==> src/rtl/w_bit_n_demux_reg.sv <==
// w_bit_n_demux_reg
//   W-bit 1:N registered demultiplexer. One input stream is steered to one of
//   N output channels by sel. Each channel owns a one-entry output register
//   with a valid/ready handshake. A word whose sel is not a real channel
//   (sel >= N) is accepted, discarded and flagged on drop for one cycle.
//
//   Optional feature macro: WBN_DEMUX_CNT_EN
//     When defined, adds port cnt: one 8-bit wrapping counter per channel
//     counting output transfers.
//
// Ports
//   clk        in   1      rising-edge clock
//   rst        in   1      asynchronous active-high reset
//   in_data    in   W      input word
//   in_valid   in   1      input word present
//   in_ready   out  1      input accepted this cycle (combinational)
//   sel        in   m      destination channel
//   out_data   out  N*W    channel i on bits [i*W +: W]
//   out_valid  out  N      channel i register full
//   out_ready  in   N      consumer i accepts this cycle
//   drop       out  1      one-cycle pulse: word discarded (sel >= N)
//   cnt        out  N*8    (WBN_DEMUX_CNT_EN only) per-channel transfer count

module w_bit_n_demux_reg #(
    parameter int unsigned N = 4,
    parameter int unsigned m = 2,
    parameter int unsigned W = 4
) (
    input  logic             clk,
    input  logic             rst,
    input  logic [W-1:0]     in_data,
    input  logic             in_valid,
    output logic             in_ready,
    input  logic [m-1:0]     sel,
    output logic [N*W-1:0]   out_data,
    output logic [N-1:0]     out_valid,
    input  logic [N-1:0]     out_ready,
    output logic             drop
`ifdef WBN_DEMUX_CNT_EN
    ,
    output logic [N*8-1:0]   cnt
`endif
);

    localparam int unsigned CW = 8;

    typedef enum logic {
        EMPTY = 1'b0,
        FULL  = 1'b1
    } state_t;

    state_t           st_q [N];
    logic [N*W-1:0]   data_q;
    logic             drop_q;

    logic [N-1:0]     sel_hit;
    logic             sel_ok;
    logic             in_xfer;
    logic [N-1:0]     load;
    logic [N-1:0]     drain;

    // One-hot decode of sel; sel values at or above N hit no channel.
    always_comb begin
        sel_hit = '0;
        for (int i = 0; i < int'(N); i++) begin
            sel_hit[i] = (sel == m'(i));
        end
    end

    // Channel state is the valid flag seen by the consumer.
    always_comb begin
        out_valid = '0;
        for (int i = 0; i < int'(N); i++) begin
            out_valid[i] = (st_q[i] == FULL);
        end
    end

    assign sel_ok = |sel_hit;

    // Ready depends only on the addressed channel's state and its consumer;
    // an invalid destination always accepts so the word can be dropped.
    assign in_ready = sel_ok ? |(sel_hit & (~out_valid | out_ready)) : 1'b1;
    assign in_xfer  = in_valid & in_ready;
    assign load     = {N{in_xfer}} & sel_hit;
    assign drain    = out_valid & out_ready;

    assign out_data = data_q;
    assign drop     = drop_q;

    // Per-channel EMPTY/FULL FSMs and data registers. A load wins over a
    // simultaneous drain so a full channel sustains one word per cycle.
    always_ff @(posedge clk or posedge rst) begin
        if (rst) begin
            for (int i = 0; i < int'(N); i++) begin
                st_q[i] <= EMPTY;
            end
            data_q <= '0;
            drop_q <= 1'b0;
        end else begin
            drop_q <= in_xfer & ~sel_ok;
            for (int i = 0; i < int'(N); i++) begin
                case (st_q[i])
                    EMPTY: begin
                        if (load[i]) begin
                            st_q[i] <= FULL;
                        end
                    end
                    FULL: begin
                        if (!load[i] && drain[i]) begin
                            st_q[i] <= EMPTY;
                        end
                    end
                    default: st_q[i] <= EMPTY;
                endcase
                if (load[i]) begin
                    data_q[i*W +: W] <= in_data;
                end
            end
        end
    end

`ifdef WBN_DEMUX_CNT_EN
    logic [N*CW-1:0] cnt_q;

    // Output-transfer counters, wrapping naturally at 2**CW.
    always_ff @(posedge clk or posedge rst) begin
        if (rst) begin
            cnt_q <= '0;
        end else begin
            for (int i = 0; i < int'(N); i++) begin
                if (drain[i]) begin
                    cnt_q[i*CW +: CW] <= cnt_q[i*CW +: CW] + CW'(1);
                end
            end
        end
    end

    assign cnt = cnt_q;
`endif

endmodule
==> config.mk <==
export PLATFORM = sky130hd
export DESIGN_NAME = w_bit_n_demux_reg
export DESIGN_NICKNAME = d
export VERILOG_FILES = /design/src/rtl/w_bit_n_demux_reg.sv
export SDC_FILE = /design/constraint.sdc
export NUM_CORES = 1
export LEC_CHECK = 0
export ABC_AREA = 1
export CAP_MARGIN = 20
export CORE_ASPECT_RATIO = 1.5
export CORE_UTILIZATION = 43
export CTS_CLUSTER_DIAMETER = 80
export DETAILED_ROUTE_END_ITERATION = 6
export PLACE_DENSITY = 0.86
export SLEW_MARGIN = 25
export SYNTH_ARGS = -nofsm -noshare
export SYNTH_HDL_FRONTEND = slang
export SYNTH_SLANG_ARGS = --single-unit
==> constraint.sdc <==
create_clock -name clk -period 1.3 [get_ports clk]
set_input_delay 0.26 -clock clk [delete_from_list [all_inputs] [get_ports clk]]
set_output_delay 0.26 -clock clk [all_outputs]
set_load 0.03 [all_outputs]
* After elaboration in Yosys (flattened, before gate mapping)
Cells that the tools add are included.
** Storage, ports and cells
- Register bits after elaboration :: 21
- Output and inout bits :: 22
- Word-level logic and storage cells :: 48
** Operators by class
- Equality and inequality tests :: 3
- Muxes and demuxes :: 13
- Bitwise gates (word level) :: 12
- Reduce and logical (&&, ||, !) cells :: 11
** Operator list (number)
- $and A4 B4 Y4 :: 3
- $mux W1 :: 9
- $pmux W1 S2 :: 4
- $reduce_or A4 Y1 :: 2
- $not A1 Y1 :: 5
- $eq A2 B2 Y1 const B :: 2
- $logic_and A1 B1 Y1 :: 4
- $logic_not A1 Y1 :: 4
- $not A4 Y4 :: 1
- $or A4 B4 Y4 :: 1
- $and A1 B1 Y1 :: 2
- $eq A2 B1 Y1 const B :: 1
- $logic_not A2 Y1 :: 1

* Depth between registers and ports, before layout
- Depth in word-level cells :: 11
- Mapped depth :: 10

* Least setup slack after synthesis
Ideal clock, no wire load.
- Path kind :: register -> output
- Start point :: register st_q (netlist bit out_valid[0])
- End point :: output in_ready
- Arrival :: 1.022 ns
- Data required time :: 1.040 ns
- Setup slack :: 0.018 ns
- Cell stages (with the launch flop) :: 7
- Path buffers :: 1
- Cells stage by stage :: dfrtp_1 > nand2_1 > nand2_1 > nand2_1 > inv_2 > nand2_4 > buf_4
** Between the ends
- Word-level cells in the longest chain between the ends :: 5
** Ends and longest elaborated chain
- start: declaration :: RTL line 52 : state_t st_q [N];
- start signal: indexed assignment :: RTL line 95 : st_q[i] <= EMPTY;
- start signal: indexed assignment :: RTL line 105 : st_q[i] <= FULL;
- start signal: indexed assignment :: RTL line 110 : st_q[i] <= EMPTY;
- $not A4 Y4 :: RTL line 82 : assign in_ready = sel_ok ? |(sel_hit & (~out_valid | out_ready)) : 1'b1;
- $or A4 B4 Y4 :: RTL line 82
- $and A4 B4 Y4 :: RTL line 82
- $reduce_or A4 Y1 :: RTL line 82
- $mux W1 :: RTL line 82
- end: declaration :: RTL line 33 : output logic in_ready,
No other way between the ends.

* Worst setup path after layout
- Start point :: register st_q (netlist bit out_valid[2])
- End point :: output in_ready
Same word-level chain as after synthesis.

==> summary.txt <==
Clock network
  – TritonCTS Buffers: 3
  – # clock sinks: 21
  – Clk buf depth: 2
  – # hold bufs at CTS: 0
  – CTS H-tree lvls: 1
  – CTS clk-pin slew, worst paths: roughly 0.11 ns
  – Root buf cell: clkbuf_4
  – TritonCTS clock tree: done
  – Clk_lat worst skew: about 0.30 ns

Setup path
  – Worst R2R Start: out_valid[2]$_DFF_PP0_
  – Worst R2R Path Depth: 10
  – CP Cell Sequence: nand2_2, nand2_1, nand2_1, inv_2, nand2_4, buf_6
  – Crit. End Element: output pin
  – Max incr delay on CP: 0.40 ns
  – Buffer and inverter count on the worst path: 2
  – Crit path DAT: 1.16 ns
  – Type of element launching the critical path: register
  – RR Endpoint: out_data[8]$_DFFE_PP0P_
  – Critical Path RT: between 1 and 1.5 ns
  – Critical Path Most Common Cell: nand2_1
  – Critical-path top delay cell: dfrtp_1
  – Crit path max fanout: 2
  – R2r setup slk: -0.01 ns
  – Worst Setup Path Type: reg2out
  – CP delay by family, top: flip-flops

GRT
  – Grt ovf: 0
  – Largest net degree at the start of global routing: 22
  – Tot GR Track Use: about 23%
  – Initial antenna violation count: 0
  – First-pass GRT wire length: around 3.8 mm
  – Vias in the first global route: 894

Timing
  – Final setup margin: -0.121 ns
  – Setup TNS after final layout: -0.134 ns
  – Pins over their slew limit: 0
  – Fraction of the cycle the final worst path needs: 109%
  – RSZ-0062 raised after global routing: yes
  – Final setup violation count: 4
  – Final Hold Vio Count: 0
  – Clock Skews: roughly 0.003 ns
  – F_max: slightly above 700 MHz
  – Final min period: between 1 and 1.5 ns

Power
  – Leakage: 0.800 nW
  – Sequential Power Share: 43.1%
  – Pwr Total: just under 2 mW
  – Clk network pwr share: 15.6%
  – Peak VDD IR: around 0.75 mV
  – Sw frac: a little under two fifths
  – Int Pwr: between 1 and 1.5 mW
  – Sw Pwr: 0.748 mW
  – Gate power share: 41.4%
  – Pwr dens: 1290 mW/mm^2

Cells and area
  – Most frequent cells in the layout: 29 x nand2_1, 26 x buf_4, 21 x dfrtp_1
  – Commonest non-fill, non-tap cell in the layout: nand2_1
  – Reg area: roughly 530 sq um
  – N_diodes: 0
  – Area Overhead vs Synth: 56.4%
  – Share of cells above drive strength 1: 45.3%
  – Filler cells: approximately 160
  – Final nets: ~170
  – Cell area after layout: roughly 0.0015 sq mm
  – Footprint of the multi-input gates: 433 sq um

Route
  – Initial drt markers: 25
  – Vias per cell: 5.20
  – DRT antenna net count: 0
  – First drt pass iteration count: 5
  – Final WL: roughly 2.5 mm
  – Vias: 941
  – Drt wl/cell: between 10 and 15 um
  – DRC: 0

Placed design
  – Placed Area: 0.00140 sq mm
  – DP Wirelength: 1.80 mm
  – PortBufs: 34
  – Final GP Congestion: approximately 0.89
  – Place WS: -0.490 ns

Floorplan
  – Total die area: 0.00247 sq mm
  – Core footprint: roughly 0.0021 sq mm
  – Starting Density: a little under half
  – Die width: 41.0 um
  – Die Span Y: ~60 um
  – Std-Cell Rows: 20
  – I/O pins: 35

Run
  – Max-Cap Viols: 0

Logic synthesis
  – Area of the mapped netlist: about 980 sq um
  – Post-synthesis area per instance: between 9 and 10 sq um
  – Synth warn: 0
  – Yosys cell types: 14
  – Synthesized Nets: 120
  – Seq/Total Area, Yosys: a little over half
  – Post-Synthesis Cells: about 110
  – FF+latch count, synth: 21

Run status
  – Outcome: finished with violations
  – Failing checks: negative setup slack

Min path
  – HP Class: in2async
worst min-delay path, cell delays in order:
cell,delay (ns)
clkdlybuf4s50_1,0.40
inv_1,0.05
buf_4,0.27
per-layer routing:
metal,GRT usage [%],vias to the layer above,share of wire [%]
met2,40.8,34,58
met1,24.9,452,37
met3,2.56,4,3.8
li1,-,451,-
met5,0,-,0
met4,11.4,0,1.2
cell usage after synthesis:
cell type | number | area share [%]
buf_12 | 1 | 2.0
buf_2 | 1 | 0.51
buf_4 | 2 | 1.5
conb_1 | 1 | 0.38
dfrtp_1 | 21 | 54
inv_1 | 6 | 2.3
inv_2 | 4 | 1.5
nand2_1 | 47 | 18
nand2_4 | 1 | 1.2
nand3_1 | 1 | 0.51
nand3_4 | 3 | 5.4
nand4_1 | 16 | 10
nor2_1 | 1 | 0.38
nor2_4 | 2 | 2.3
area by class of cell:
type,instances,area share (%)
repair buffers,52,31.4
inverters,10,2.45
flip-flops and latches,21,34.3
multi-input cells,72,28.3
clock buffers,4,1.72
well taps,22,1.80
repair_timing:
action | 4_1_cts | 5_1_grt
setup endpoints to repair | 29 | 17
pin swaps | 9 | 2
gates resized for setup | 40 | 17
setup buffers | 3 | 2
how the worst max path moves through the flow:
| stage | from | end | slack [ns] | cells past startpoint |
|---|---|---|---|---|
| floorplan | out_valid[0]$_DFF_PP0_ | in_ready | 0.02 | 6 |
| global placement | sel[1] | in_ready | -0.41 | 8 |
| detailed placement | sel[1] | out_data[1]$_DFFE_PP0P_ | -0.49 | 10 |
| CTS | out_valid[1]$_DFF_PP0_ | in_ready | -0.13 | 6 |
| global route | out_valid[0]$_DFF_PP0_ | in_ready | -0.19 | 6 |
| finish | out_valid[2]$_DFF_PP0_ | in_ready | -0.12 | 6 |
power groups by stage:
stage,Clock [mW],Sequential (mW),Combinational [mW]
after detailed placement,0,0.844,0.773
after global routing,0.344,0.859,0.871
after CTS,0.317,0.834,0.778
final,0.306,0.847,0.814
after floorplan,0,1.08,0.196
after global placement,0,0.839,0.754
logic make-up (layout without fill, tap and decap cells):
family	count (synthesis)	in the layout	synth area share, %
buf+inv	14	66	7.93
flops	21	21	53.7
other cells	1	1	0.383
simple gates	71	71	38.0
per-stage QoR:
stage	std cells	hold WS (ns)	utilization [%]
2_1_floorplan	107	0.237	-
3_3_place_gp	172	0.457	67.2
3_5_place_dp	172	0.467	67.2
4_1_cts	179	0.289	71.0
5_1_grt	181	0.304	73.7
6_report	181	0.282	73.7
registers in the layout, indices dropped and copies added (netlist names):
signal	cells
drop	1
out_data	16
out_valid	4
No activity file was read; power rests on OpenSTA's default activity.
